===== src/rtl/plugin_dispatcher_pkg.sv =====
// Shared types and constants for the plugin dispatcher (start/busy/done plugin initiator).
package plugin_dispatcher_pkg;

  typedef enum logic [2:0] {
    IDLE  = 3'd0,
    START = 3'd1,
    WAIT  = 3'd2,
    RESP  = 3'd3,
    DRAIN = 3'd4
  } plugin_disp_state_t;

  localparam int PLUGIN_DEFAULT_TIMEOUT = 1024;

  // Counter must be able to hold TIMEOUT_CYCLES itself so it can saturate there.
  function automatic int timeout_cnt_width(input int cycles);
    return (cycles > 0) ? $clog2(cycles + 1) : 1;
  endfunction

endpackage


===== src/rtl/plugin_timeout_counter.sv =====
// Saturating cycle counter for the dispatcher; expired rises once TIMEOUT_CYCLES-1 cycles were counted.
module plugin_timeout_counter
  import plugin_dispatcher_pkg::*;
#(
  parameter int TIMEOUT_CYCLES = PLUGIN_DEFAULT_TIMEOUT
) (
  input  logic clk,
  input  logic reset,
  input  logic clear,
  input  logic enable,
  output logic expired
);

  localparam int CW = timeout_cnt_width(TIMEOUT_CYCLES);

  generate
    if (TIMEOUT_CYCLES == 0) begin : g_off
      logic unused_inputs;
      assign unused_inputs = ^{clk, reset, clear, enable};
      assign expired = 1'b0;
    end else begin : g_on
      localparam logic [CW-1:0] LIMIT = CW'(TIMEOUT_CYCLES);
      localparam logic [CW-1:0] LAST  = CW'(TIMEOUT_CYCLES - 1);
      logic [CW-1:0] count;

      always_ff @(posedge clk) begin
        if (reset || clear) begin
          count <= '0;
        end else if (enable && (count != LIMIT)) begin
          count <= count + 1'b1;
        end
      end

      // >= rather than == so a flush on the expiry cycle still times out from DRAIN.
      assign expired = (count >= LAST);
    end
  endgenerate

endmodule


===== src/rtl/plugin_dispatcher.sv =====
// Core-side start/busy/done initiator for one plugin; optional PLUGIN_PERF_COUNTERS_EN adds perf counters.
module plugin_dispatcher
  import plugin_dispatcher_pkg::*;
#(
  parameter int TIMEOUT_CYCLES = PLUGIN_DEFAULT_TIMEOUT,
  parameter int RD_WIDTH       = 5
) (
  input  logic                clk,
  input  logic                reset,
  input  logic                issue,
  input  logic                flush,
  input  logic [31:0]         operand_a,
  input  logic [31:0]         operand_b,
  input  logic [RD_WIDTH-1:0] rd_addr,
  output logic                stall,
  output logic                wb_valid,
  output logic [RD_WIDTH-1:0] wb_rd,
  output logic [31:0]         wb_data,
  output logic                timeout_err,
  output logic                plug_start,
  output logic [31:0]         plug_operand_a,
  output logic [31:0]         plug_operand_b,
  input  logic                plug_busy,
  input  logic                plug_done,
  input  logic [31:0]         plug_result,
`ifdef PLUGIN_PERF_COUNTERS_EN
  output logic [31:0]         perf_ops,
  output logic [31:0]         perf_cycles,
  output logic [15:0]         perf_timeouts,
`endif
  output plugin_disp_state_t  dbg_state
);

  // Handshake: an instruction is taken on any cycle with issue & ~flush while
  // the dispatcher is in IDLE or RESP; stall tells the execute stage to hold.
  plugin_disp_state_t  state;
  logic [RD_WIDTH-1:0] rd_q;
  logic                accept;
  logic                expired;
  logic                in_flight;

  assign dbg_state = state;
  assign in_flight = (state == WAIT) || (state == DRAIN);
  assign accept    = issue && !flush && ((state == IDLE) || (state == RESP));

  assign stall = (state == START) || (state == WAIT) ||
                 (issue && !flush && ((state == IDLE) || (state == RESP) || (state == DRAIN)));

  assign plug_start  = (state == START) && !plug_busy && !flush;
  assign timeout_err = (((state == WAIT) && !flush) || (state == DRAIN)) && !plug_done && expired;

  plugin_timeout_counter #(
    .TIMEOUT_CYCLES(TIMEOUT_CYCLES)
  ) u_timeout (
    .clk    (clk),
    .reset  (reset),
    .clear  (state == START),
    .enable (in_flight),
    .expired(expired)
  );

  always_ff @(posedge clk) begin
    if (reset) begin
      state          <= IDLE;
      plug_operand_a <= '0;
      plug_operand_b <= '0;
      rd_q           <= '0;
      wb_valid       <= 1'b0;
      wb_rd          <= '0;
      wb_data        <= '0;
    end else begin
      wb_valid <= 1'b0;
      if (accept) begin
        plug_operand_a <= operand_a;
        plug_operand_b <= operand_b;
        rd_q           <= rd_addr;
      end
      case (state)
        IDLE:  if (accept) state <= START;
        START: begin
          if (flush)           state <= IDLE;
          else if (!plug_busy) state <= WAIT;
        end
        WAIT: begin
          if (plug_done) begin
            if (flush) begin
              state <= IDLE;
            end else begin
              wb_valid <= 1'b1;
              wb_rd    <= rd_q;
              wb_data  <= plug_result;
              state    <= RESP;
            end
          end else if (flush) begin
            state <= DRAIN;
          end else if (timeout_err) begin
            state <= IDLE;
          end
        end
        // The writeback in RESP is already committed, so flush only blocks a new accept.
        RESP:  state <= accept ? START : IDLE;
        DRAIN: if (plug_done || expired) state <= IDLE;
        default: state <= IDLE;
      endcase
    end
  end

`ifdef PLUGIN_PERF_COUNTERS_EN
  always_ff @(posedge clk) begin
    if (reset) begin
      perf_ops      <= '0;
      perf_cycles   <= '0;
      perf_timeouts <= '0;
    end else begin
      if (wb_valid)                  perf_ops      <= perf_ops + 1'b1;
      if (in_flight || state == START) perf_cycles <= perf_cycles + 1'b1;
      if (timeout_err)               perf_timeouts <= perf_timeouts + 1'b1;
    end
  end
`endif

endmodule


===== config.mk =====
export PLATFORM = sky130hd
export DESIGN_NAME = plugin_dispatcher
export DESIGN_NICKNAME = d
export VERILOG_FILES = /design/src/rtl/plugin_dispatcher_pkg.sv /design/src/rtl/plugin_timeout_counter.sv /design/src/rtl/plugin_dispatcher.sv
export SDC_FILE = /design/constraint.sdc
export NUM_CORES = 1
export LEC_CHECK = 0
export ABC_AREA = 1
export BUFFER_PORTS_ARGS = -buffer_cell sky130_fd_sc_hd__buf_2
export CAP_MARGIN = 10
export CORE_ASPECT_RATIO = 0.9
export CORE_UTILIZATION = 40
export CTS_BUF_LIST = sky130_fd_sc_hd__clkbuf_4
export DETAILED_ROUTE_END_ITERATION = 10
export PLACE_DENSITY = 0.79
export SLEW_MARGIN = 30
export SYNTH_ARGS = -nofsm -noshare
export SYNTH_HDL_FRONTEND = slang
export SYNTH_SLANG_ARGS = --single-unit

===== constraint.sdc =====
create_clock -name clk -period 1.4 [get_ports clk]
set_clock_uncertainty 0.15 [all_clocks]
set_input_delay 0.14 -clock clk [delete_from_list [all_inputs] [get_ports clk]]
set_output_delay 0.14 -clock clk [all_outputs]
set_load 0.01 [all_outputs]

==> impl_metrics.yaml <==
run_status:
  status: "complete, but fails checks"
  violations: "negative hold slack, negative setup slack"
detailed_routing:
  via_count: 6770
  drt_iter0_markers: 660
  wl_per_cell_um: 22.3
  vias_per_cell: 5.67
  drc: 0
  ant_nets: 0
  totalWireLength_mm: 26.6
  first_pass_iters: 5
logic_synthesis:
  yosysMostFrequentCell: "dfxtp_1"
  synth_enable_flop_cells: 0
  ys_seq_area_share_pct: 50.8
  ys.flop_type: "dfxtp_1"
  synth_area_leaders: "dfxtp_1, a21oi_1, nand2_1, nand3_1, nor2_1"
  yosysUniqueCellTypes: 24
  synthTopCellsByCount: "dfxtp_1, nand2_1, a21oi_1, nor2_1, nand3_1"
  yosysTopAreaCellShare_pct: 50.8
  async_flop_share_pct: 0
  avgSynthCellArea_um2: 7.72
  netlist_area_mm2: 0.00476
  synth_seq_cells: 121
  synth_area_leader_cell: "dfxtp_1"
  synth_cells: 617
  synth_nets: 726
  ys.warnings.count: 0
global_routing:
  antenna_found_initial: 4
  grt_overflow: 0
  grt_usage_pct: 36.7
  grt_pass1_wl_mm: 34.2
  grt_max_degree: 69
  first_global_vias: 6795
floorplan:
  io_pins: 215
  die_h_um: 106
  die_w_um: 117
  die_area_mm2: 0.0124
  rows: 37
  core_area_mm2: 0.0115
  start_util_pct: 41.3
critical_path:
  r2r-end: "dbg_state[2]"
  arrival_ns: 1.69
  worst_setup_path_start_kind: "flip-flop"
  path_max_fanout: 3
  r2r_cells: 12
  crit_required_ns: 1.11
  critPathCaptureType: "output pin"
  reg2reg_slack_ns: -0.36
  r2r_start: "u_timeout.g_on.count[0]"
  crit_type: "reg2out"
sta:
  max_freq_mhz: 506
  final_hold_viol_count: 2
  tightest_slew_ns: 0.487
  finalWorstSetupSlack_ns: -0.577
  slew_headroom_pct: 67.5
  fin_hold_ws_ns: -0.111
  finalSetupTns_ns: -28.70
  drv_slew: 0
  rsz0062_at_grt: "yes"
  min_period_ns: 1.98
  final-setup-viol-count: 133
  timing.final.crit_share_pct: 141
min_path:
  holdPathEnd: "dbg_state[2]"
  whs_path_depth: 4
  min_from: "plug_done"
  hold_path.class: "in2reg"
clock_network:
  clk_latency_ns: 0.51
  root_buffer: "clkbuf_4"
  path_clk_slew_ns: 0.12
  cts_sinks: 121
  cts_max_path_buffers: 2
  cts.hold.buffers_added: 104
  cts_tree: "built"
  cts_max_level: 4
  cts_buffers: 17
placement:
  portBuffers: 214
  dpl_cell_area_mm2: 0.00633
  dp_hpwl_mm: 9.12
  place_congestion: 0.867
  dp.cells: 1001
finish:
  fillers: 464
  drive_gt1_share_pct: 61.2
  regArea_mm2: 0.00247
  final_nets: 1133
  multi_input_area_mm2: 0.00331
  area_growth_pct: 113
  stdcell_count: 1194
  post-route-util_pct: 88.2
  stdcell_area_mm2: 0.0102
job:
  cap_viol_max_count: 0
pwr:
  p_per_area_mw_per_mm2: 897
  leakagePower_nw: 4.40
  irDropWorstVdd_mv: 0.954
==> state kept, by name, summed over array words and instances (netlist names) <==
register / flops
plug_operand_a: 32
wb_data: 32
plug_operand_b: 32
wb_valid: 1
wb_rd: 5
u_timeout.g_on.count: 11
rd_q: 5
dbg_state: 3
==> critical path, cell delays in order, from the launching register on <==
cell,delay (ns)
dfxtp_2,0.37
buf_6,0.10
ha_4,0.12
inv_2,0.05
nor2_4,0.11
nand3_2,0.09
nand3_2,0.11
nand2_2,0.07
inv_2,0.06
buf_6,0.09
==> power by group <==
group	switching, mW	internal, mW
sequential	0.128	3.56
combinational	1.13	1.16
clock	1.53	1.61
==> final cells by class <==
type                    instances  area share (%)
diodes                          2          0.0492
clock buffers                  17            1.26
clock inverters                14            2.20
inverters                      25            1.21
multi-input cells             429            32.5
flip-flops and latches        121            24.3
well taps                     156            1.92
repair buffers                428            36.5
repair inverters                2          0.0984
==> metal layers <==
layer	vias up	track usage [%]	part of all wire [%]
li1	2872	-	-
met1	3210	37.6	34
met2	492	64.4	51
met3	196	9.32	7.3
met4	0	25.4	8.0
met5	-	0	0
==> worst max-delay path by stage <==
stage                                  from                 endpoint  slack [ns]
floorplan           u_timeout.g_on.count[0]  u_timeout.g_on.count[0]        0.01
finish              u_timeout.g_on.count[0]              timeout_err       -0.58
CTS                 u_timeout.g_on.count[0]              timeout_err       -0.53
detailed placement  u_timeout.g_on.count[0]  u_timeout.g_on.count[5]       -0.16
global route        u_timeout.g_on.count[0]              timeout_err       -0.64
global placement               dbg_state[2]             dbg_state[1]       -0.11
==> metrics by stage <==
| stage | worst slack [ns] | power, mW |
|---|---|---|
| global route | -0.638 | 9.34 |
| CTS | -0.527 | 8.44 |
| floorplan | 0.0107 | 4.23 |
| global placement | -0.112 | 4.65 |
| finish | -0.577 | 9.12 |
| detailed placement | -0.163 | 4.66 |
==> layout by cell type, fill, tap and decap left out, drive strengths merged, types with 19 or more instances in the layout <==
cell type	instances
a21oi	88
nor2	89
inv	25
o21ai	44
nand3	78
dfxtp	121
clkbuf	19
dlygate4sd3	104
buf	322
nand2	112
==> kinds of logic after synthesis <==
logic type                 Yosys count  synth area share (%)
buffers and inverters               67                  7.67
AOI/OAI and AO/OA                  132                  13.9
and+or+nand+nor                    287                  25.6
DFF                                121                  50.8
xor gates and xnor gates             8                  1.47
adders and majority gates            2                 0.525
==> what timing repair did <==
action | in CTS | in global routing
pin swaps | 46 | 46
setup buffers | 30 | 11
cloned | 17 | 2
hold endpoints to repair | 105 | 2
gates resized for setup | 232 | 243
endpoints found under the setup margin | 124 | 140
Power figures use the tool's default switching activity.
